`src/rtl/key_pkg.sv`:
```
// Shared constants, hold-FSM state type and counter width helper for the
// multi-key debouncer.
package key_pkg;

    localparam int unsigned CNT_MAX_DEF    = 1_000_000;
    localparam int unsigned LONG_MAX_DEF   = 50_000_000;
    localparam int unsigned REPEAT_MAX_DEF = 10_000_000;

    typedef enum logic {
        HOLD   = 1'b0,
        REPEAT = 1'b1
    } hold_state_e;

    // Bits needed to hold 0..max_val, never less than one bit.
    function automatic int unsigned cnt_width(input int unsigned max_val);
        int unsigned w;
        w = $clog2(max_val + 1);
        return (w < 1) ? 1 : w;
    endfunction

    function automatic int unsigned max_u(input int unsigned a, input int unsigned b);
        return (a > b) ? a : b;
    endfunction

endpackage

```
`src/rtl/key_debounce_chan.sv`:
```
// One debounced key channel: synchroniser, stability counter, press/release
// pulses and, when KEY_LONG_PRESS_EN is defined, the long-press/repeat FSM.
module key_debounce_chan
    import key_pkg::*;
#(
    parameter int unsigned CNT_MAX    = CNT_MAX_DEF,
    parameter int unsigned LONG_MAX   = LONG_MAX_DEF,
    parameter int unsigned REPEAT_MAX = REPEAT_MAX_DEF
) (
    input  logic sys_clk,
    input  logic sys_rst,
    input  logic key,
    output logic key_filtered,
    output logic key_press,
    output logic key_release,
    output logic key_long
);

    localparam int unsigned CW = cnt_width(CNT_MAX);
    localparam logic [CW-1:0] CNT_LOAD = CW'(CNT_MAX);
    localparam logic [CW-1:0] CNT_ONE  = CW'(1);

    logic          sync0_q, sync1_q, sync1d_q;
    logic [CW-1:0] cnt_q, cnt_d;
    logic          filt_q, filt_d;
    logic          press_q, press_d;
    logic          rel_q, rel_d;
    logic          chg;

    assign chg = sync1_q ^ sync1d_q;

    // The level is accepted only after a full quiet window; any glitch reloads.
    always_comb begin
        cnt_d   = cnt_q;
        filt_d  = filt_q;
        press_d = 1'b0;
        rel_d   = 1'b0;
        if (chg) begin
            cnt_d = CNT_LOAD;
        end else if (cnt_q != '0) begin
            cnt_d = cnt_q - CNT_ONE;
        end
        if (!chg && cnt_q == CNT_ONE) begin
            filt_d  = sync1_q;
            press_d = filt_q & ~sync1_q;
            rel_d   = ~filt_q & sync1_q;
        end
    end

    always_ff @(posedge sys_clk) begin
        if (sys_rst) begin
            sync0_q  <= 1'b1;
            sync1_q  <= 1'b1;
            sync1d_q <= 1'b1;
            cnt_q    <= '0;
            filt_q   <= 1'b1;
            press_q  <= 1'b0;
            rel_q    <= 1'b0;
        end else begin
            sync0_q  <= key;
            sync1_q  <= sync0_q;
            sync1d_q <= sync1_q;
            cnt_q    <= cnt_d;
            filt_q   <= filt_d;
            press_q  <= press_d;
            rel_q    <= rel_d;
        end
    end

    assign key_filtered = filt_q;
    assign key_press    = press_q;
    assign key_release  = rel_q;

`ifdef KEY_LONG_PRESS_EN
    localparam int unsigned HW = cnt_width(max_u(LONG_MAX, REPEAT_MAX));
    localparam logic [HW-1:0] LONG_LAST = (LONG_MAX == 0) ? '0 : HW'(LONG_MAX - 1);
    localparam logic [HW-1:0] REP_LAST  = (REPEAT_MAX == 0) ? '0 : HW'(REPEAT_MAX - 1);

    hold_state_e   state_q;
    logic [HW-1:0] hcnt_q;
    logic          long_q;

    // A release being accepted this edge also clears, so no pulse lands on it.
    always_ff @(posedge sys_clk) begin
        if (sys_rst) begin
            state_q <= HOLD;
            hcnt_q  <= '0;
            long_q  <= 1'b0;
        end else begin
            long_q <= 1'b0;
            if (filt_q || rel_d) begin
                hcnt_q  <= '0;
                state_q <= HOLD;
            end else begin
                case (state_q)
                    HOLD: begin
                        if (hcnt_q == LONG_LAST) begin
                            long_q  <= 1'b1;
                            hcnt_q  <= '0;
                            state_q <= REPEAT;
                        end else begin
                            hcnt_q <= hcnt_q + 1'b1;
                        end
                    end
                    REPEAT: begin
                        if (REPEAT_MAX != 0) begin
                            if (hcnt_q == REP_LAST) begin
                                long_q <= 1'b1;
                                hcnt_q <= '0;
                            end else begin
                                hcnt_q <= hcnt_q + 1'b1;
                            end
                        end
                    end
                    default: state_q <= HOLD;
                endcase
            end
        end
    end

    assign key_long = long_q;
`else
    assign key_long = 1'b0;
`endif

endmodule

```
`src/rtl/multi_key_debounce.sv`:
```
// N-channel active-low push-button debouncer; long-press/auto-repeat is
// compiled in when KEY_LONG_PRESS_EN is defined.
module multi_key_debounce
    import key_pkg::*;
#(
    parameter int unsigned N_KEYS     = 4,
    parameter int unsigned CNT_MAX    = CNT_MAX_DEF,
    parameter int unsigned LONG_MAX   = LONG_MAX_DEF,
    parameter int unsigned REPEAT_MAX = REPEAT_MAX_DEF
) (
    input  logic              sys_clk,
    input  logic              sys_rst,
    input  logic [N_KEYS-1:0] key,
    output logic [N_KEYS-1:0] key_filtered,
    output logic [N_KEYS-1:0] key_press,
    output logic [N_KEYS-1:0] key_release,
    output logic [N_KEYS-1:0] key_long,
    output logic              key_any
);

    for (genvar i = 0; i < int'(N_KEYS); i++) begin : g_chan
        key_debounce_chan #(
            .CNT_MAX    (CNT_MAX),
            .LONG_MAX   (LONG_MAX),
            .REPEAT_MAX (REPEAT_MAX)
        ) u_chan (
            .sys_clk      (sys_clk),
            .sys_rst      (sys_rst),
            .key          (key[i]),
            .key_filtered (key_filtered[i]),
            .key_press    (key_press[i]),
            .key_release  (key_release[i]),
            .key_long     (key_long[i])
        );
    end

    // Keys are active-low, so "any pressed" means "not all ones".
    assign key_any = ~&key_filtered;

endmodule

```
`config.mk`:
```
export PLATFORM = sky130hd
export DESIGN_NAME = multi_key_debounce
export DESIGN_NICKNAME = d
export VERILOG_FILES = /design/src/rtl/key_pkg.sv /design/src/rtl/key_debounce_chan.sv /design/src/rtl/multi_key_debounce.sv
export SDC_FILE = /design/constraint.sdc
export NUM_CORES = 1
export LEC_CHECK = 0
export BUFFER_PORTS_ARGS = -buffer_cell sky130_fd_sc_hd__buf_4
export CAP_MARGIN = 40
export CORE_MARGIN = 3
export CORE_UTILIZATION = 55
export DETAILED_ROUTE_END_ITERATION = 8
export PLACE_DENSITY = 0.75
export SLEW_MARGIN = 20
export SYNTH_ARGS = -nofsm -noshare
export SYNTH_HDL_FRONTEND = slang
export SYNTH_HIERARCHICAL = 1
export SYNTH_SLANG_ARGS = --single-unit
```
`constraint.sdc`:
```
create_clock -name sys_clk -period 2.18 [get_ports sys_clk]
set_clock_uncertainty 0.05 [all_clocks]
set_input_delay 0.327 -clock sys_clk [delete_from_list [all_inputs] [get_ports sys_clk]]
set_output_delay 0.327 -clock sys_clk [all_outputs]
set_load 0.05 [all_outputs]
```
==> results.json, run 1 <==
{
  "worstHoldStart": "key[3]",
  "drtIter0Drc": 167,
  "die_x_um": 102,
  "ant_nets": 0,
  "clockBufferDepth": 2,
  "place_area_sq_um": 5480,
  "grt_max_degree": 53,
  "ys_types": 48,
  "yosys_warnings": 6,
  "core_area_sq_um": 8850,
  "final_cells": 723,
  "start_kind": "flip-flop",
  "slew_headroom": 0.615,
  "seq_area_frac_synth": 0.411,
  "rr_worst_depth": 6,
  "cp.required_ps": 2340,
  "worstPathArrival_ps": 2290,
  "synthCells": 567,
  "max_cap_viol_count": 0,
  "status": "completed",
  "synth.net_count": 581,
  "initial_utilization": 0.572,
  "drt-pass1-iter-count": 4,
  "ys_ff_latch": 104,
  "grt_usage": 0.210,
  "post-route-period-util": 0.975,
  "rr_endpoint": "g_chan[2].u_chan/cnt_q[16]",
  "postSynthAreaPerCell_sq_um": 8.93,
  "cts-root-buf": "clkbuf_8",
  "crit_type": "reg -> reg",
  "ioPinCount": 23,
  "area_growth_pct": 13.5,
  "cts_tree": "done",
  "clock_latency_ps": 350,
  "syn_area_sq_um": 5060,
  "hold_viol_final": 0,
  "critPathMaxFanout": 9,
  "worst_pin_slew_ps": 572,
  "rrSetupSlack_ps": 50,
  "min_path_cells": 2,
  "startpoint": "g_chan[2].u_chan/cnt_q[6]",
  "fin_crit_ps": 2130,
  "cts.htree.levels": 3,
  "slew_violations": 0,
  "drc_errors": 0,
  "path_clk_slew_ps": 90,
  "fin_area_sq_um": 5750,
  "max_freq_mhz": 471,
  "end_kind": "flip-flop",
  "min_path_type": "in -> reg",
  "dp_hpwl_mm": 7.49,
  "gp_congestion": 0.979,
  "rows": 34,
  "io_buffers": 18,
  "layout_setup_ws_ps": 54.9,
  "placed_cells": 707,
  "final_layout_size_suffix_gt1_frac": 0.198,
  "antenna_cells": 0,
  "dieArea_sq_um": 10400,
  "routedWlPerCell_um": 14.7,
  "grt_pass1_wl_mm": 17.8,
  "grt_overflow": 0,
  "setup_violations": 0,
  "r2r-start": "g_chan[2].u_chan/cnt_q[6]",
  "cts.sinks": 104,
  "vias": 4150,
  "die_h_um": 102,
  "preCtsSetupSlack_ps": 15.6,
  "grt_pass1_vias": 3851,
  "holdPathEnd": "g_chan[3].u_chan/sync0_q",
  "rsz0062_at_grt": "yes",
  "cts_buffers": 9,
  "hold_buffers": 0,
  "wirelength_mm": 10.6,
  "avgViaCountPerCell": 5.74,
  "tns_ps": 0,
  "antenna_found_initial": 0,
  "fin_nets": 625
}
[through the flow]
stage	hold slack (ps)	util
after floorplan	339	-
final	108	0.649
after CTS	92.0	0.641
after global routing	91.1	0.649
after detailed placement	348	0.619
after global placement	346	0.619
[cell type report]
cell class              instances  area, sq um
flip-flops and latches        104         2100
clock inverters                 3         43.8
multi-input cells             430         2880
clock buffers                  12          135
repair buffers                 54          405
inverters                      12         50.0
fillers                       735         3100
well taps                     108          135
[sequential cells by signal (all words and copies together), names as in the netlist]
signal                      count
g_chan.u_chan/sync1d_q          4
g_chan.u_chan/sync0_q           4
g_chan.u_chan/sync1_q           4
g_chan.u_chan/key_filtered      4
g_chan.u_chan/cnt_q            80
g_chan.u_chan/key_release       4
g_chan.u_chan/key_press         4
[cell usage in the layout, fill, tap and decap left out, drive strengths merged, types with 12 or more instances in the layout]
cell    count
inv        12
or4        19
nand3      15
or2        12
clkbuf     12
a211oi     12
nand2      17
a21oi      44
nor2       69
xnor2      24
nor3       38
xor2       34
or3        15
dfxtp     104
buf        54
nor4       18
o21ai      12
[Yosys cell counts, drive strengths merged]
cell	number	share of area
a211oi	12	0.018
and3	10	0.012
dfxtp	104	0.41
ha	8	0.020
nand4bb	4	0.0089
nor4b	4	0.0069
xnor2	24	0.042
o21a	3	0.0044
nand4	5	0.0062
inv	12	0.0089
mux2i	4	0.0079
nor2b	4	0.0049
nor4	18	0.035
or2	12	0.015
nor2	69	0.051
o31ai	9	0.013
nand2	17	0.013
o211ai	8	0.012
or4	19	0.033
or4b	1	0.0027
and4bb	1	0.0025
conb	4	0.0030
and2	8	0.011
clkbuf	9	0.0067
or3b	4	0.0069
o41ai	4	0.0069
or3	15	0.022
nor3	38	0.041
o21ai	12	0.012
xor2	34	0.059
nand3b	4	0.0059
nand3	15	0.015
a21oi	44	0.044
nand2b	8	0.0099
or2b	3	0.0044
buf	12	0.018
a211o	5	0.0087
[cell families (layout without fill, tap and decap cells)]
family / Yosys count / in the layout / synth area share
flops: 104 / 104 / 0.411
fa+ha+maj: 8 / 8 / 0.0198
simple gates: 259 / 259 / 0.306
compound gates: 97 / 97 / 0.118
mux: 4 / 4 / 0.00791
buf+inv: 33 / 81 / 0.0331
xor+xnor: 58 / 58 / 0.100
other cells: 4 / 4 / 0.00297
[metal layers]
metal / global-route usage / routed length, um / share of wire / up-vias
met1: 0.286 / 5090 / 0.48 / 1963
met5: 0 / 0 / 0 / -
li1: - / - / - / 2112
met2: 0.341 / 5040 / 0.47 / 64
met3: 0.0416 / 341 / 0.032 / 11
met4: 0.0595 / 149 / 0.014 / 0
[worst max-delay path by stage]
| stage | to | slack, ps | cells after the start |
|---|---|---|---|
| after floorplan | g_chan[0].u_chan/cnt_q[18] | 20 | 8 |
| after global placement | g_chan[2].u_chan/cnt_q[18] | 100 | 7 |
| after detailed placement | g_chan[2].u_chan/cnt_q[18] | 20 | 7 |
| after CTS | g_chan[0].u_chan/cnt_q[18] | 20 | 7 |
| after global routing | g_chan[2].u_chan/cnt_q[16] | -60 | 6 |
| final | g_chan[2].u_chan/cnt_q[16] | 50 | 6 |
[critical path, stage by stage (launching register included)]
cell	delay (ps)
dfxtp_1	350
or4_4	590
nand4bb_4	260
buf_4	190
nor4_1	250
mux2i_1	220
a21oi_1	80
[repair_timing]
item	CTS	global route
buffers inserted	0	1
resized for setup	1	20
pin swaps	0	10
endpoints found under the setup margin	1	16
Power of run 1 is not shown: default switching activity piles up to over one toggle a cycle in this logic, so the estimate is an artifact.
==> inputs of run 2 (changes only) <==
- CELL_PAD_IN_SITES_DETAIL_PLACEMENT: default -> 1
- CELL_PAD_IN_SITES_GLOBAL_PLACEMENT: default -> 2
- CORE_UTILIZATION: 55 -> 35
- PLACE_DENSITY: 0.75 -> 0.87
==> run 2 against run 1 <==
  * Final cell count grew 11%
  * Non-clock buffer count grew 6
  * Utilization fell by 21 points
==> results.json, run 2 (same netlist as run 1, synthesis figures left out) <==
{
  "rows": 43,
  "ioPinCount": 23,
  "io_buffers": 18,
  "use_met1": 0.209,
  "cts.htree.levels": 3,
  "max_freq_mhz": 472,
  "slew_violations": 0,
  "end_kind": "flip-flop",
  "avgViaCountPerCell": 5.39,
  "cp-endpoint": "g_chan[0].u_chan/cnt_q[1]",
  "hold_buffers": 0,
  "drtIter0Drc": 153,
  "startpoint": "g_chan[0].u_chan/cnt_q[6]",
  "clock_latency_ps": 360,
  "grt_use_met3": 0.0310,
  "die_h_um": 126,
  "largest_reg_flops": 80,
  "top_usage_layer": "met2",
  "critPathMaxFanout": 6,
  "drc_errors": 0,
  "setup_violations": 0,
  "final_cell_mix": "98 x dfxtp_1, 68 x nor2_1, 59 x buf_4",
  "worstPathArrival_ps": 2290,
  "rsz0062_at_grt": "yes",
  "fillCellCount": 1664,
  "antenna_found_initial": 0,
  "gp_congestion": 0.828,
  "grt_use_met2": 0.285,
  "core_area_sq_um": 14000,
  "cts.sinks": 104,
  "routedWlPerCell_um": 16.3,
  "dieArea_sq_um": 15900,
  "dp_hpwl_mm": 9.29,
  "layout_commonest_cell": "dfxtp_1",
  "initial_utilization": 0.362,
  "cp.required_ps": 2350,
  "slew_headroom": 0.532,
  "clockBufferDepth": 2,
  "status": "completed",
  "grt_pass1_vias": 4482,
  "max_cap_viol_count": 0,
  "cts-root-buf": "clkbuf_16",
  "path_clk_slew_ps": 70,
  "cts_buffers": 9,
  "area_growth_pct": 20.1,
  "grt_max_degree": 38,
  "start_kind": "flip-flop",
  "antenna_cells": 0,
  "die_x_um": 126,
  "tns_ps": 0,
  "post-route-period-util": 0.971,
  "final_layout_size_suffix_gt1_frac": 0.225,
  "rr_worst_depth": 6,
  "hold_viol_final": 0,
  "min_path_type": "in -> reg",
  "rrSetupSlack_ps": 60,
  "top_register": "g_chan.u_chan/cnt_q",
  "cts_tree": "done",
  "drt-pass1-iter-count": 4,
  "wirelength_mm": 13.1,
  "ant_nets": 0,
  "crit_type": "reg -> reg",
  "grt_usage": 0.168,
  "fin_nets": 631,
  "fin_crit_ps": 2120,
  "rr_endpoint": "g_chan[0].u_chan/cnt_q[1]",
  "grt_overflow": 0,
  "vias": 4322,
  "worst_pin_slew_ps": 696,
  "grt_pass1_wl_mm": 21.9,
  "r2r-start": "g_chan[0].u_chan/cnt_q[6]"
}
[run 2: cell count changes in the layout (fill, tap and decap cells not counted), sizes merged]
| cell | before | now |
|---|---|---|
| buf | 54 | 60 |
| bufinv | 1 | 2 |
[run 2: worst min-delay path by stage]
stage	end	from	depth (start not counted)	slack, ps
after floorplan	g_chan[0].u_chan/sync1_q	g_chan[0].u_chan/sync0_q	1	340
after global placement	g_chan[3].u_chan/sync1_q	g_chan[3].u_chan/sync0_q	1	350
after detailed placement	g_chan[2].u_chan/sync1_q	g_chan[2].u_chan/sync0_q	1	350
after CTS	g_chan[1].u_chan/sync0_q	key[1]	2	90
after global routing	g_chan[1].u_chan/sync0_q	key[1]	2	90
final	g_chan[1].u_chan/sync0_q	key[1]	2	100
[run 2: routing by layer]
metal	vias to the layer above	share of wire
met5	-	0
met4	0	0.019
met3	16	0.024
met2	39	0.49
met1	2140	0.46
li1	2127	-
[run 2: metrics by stage]
| stage | cells | area (sq um) | utilization | hold slack, ps | setup slack [ps] |
|---|---|---|---|---|---|
| 2_1_floorplan | 567 | 5070 | - | 339 | 19.6 |
| 3_3_place_gp | 785 | 5610 | 0.401 | 345 | 110 |
| 3_5_place_dp | 785 | 5610 | 0.401 | 347 | 27.0 |
| 4_1_cts | 801 | 5950 | 0.425 | 89.9 | 8.25 |
| 5_1_grt | 802 | 6080 | 0.435 | 91.6 | -35.6 |
| 6_report | 802 | 6080 | 0.435 | 98.2 | 62.2 |
[run 2: timing repair]
action,CTS,global route
resized for setup,2,32
cloned,0,0
setup endpoints to repair,2,22
pin swaps,0,11
buffers inserted,0,1
[run 2: area by class of cell]
class	instances	area [sq um]	area share
Clock inverter	4	77.6	0.0128
Clock buffer	12	246	0.0406
Tap cell	180	225	0.0371
Timing Repair Buffer	60	454	0.0747
Sequential cell	104	2090	0.345
Inverter	12	45.0	0.00741
Multi-Input combinational cell	430	2940	0.483
[run 2: critical path, stage by stage (launching register included)]
cell,delay [ps]
dfxtp_1,330
or4_4,590
nand4bb_4,250
buf_4,170
or3_4,360
nor2_1,150
a211oi_2,60
Power of run 2 is left out for the same reason.
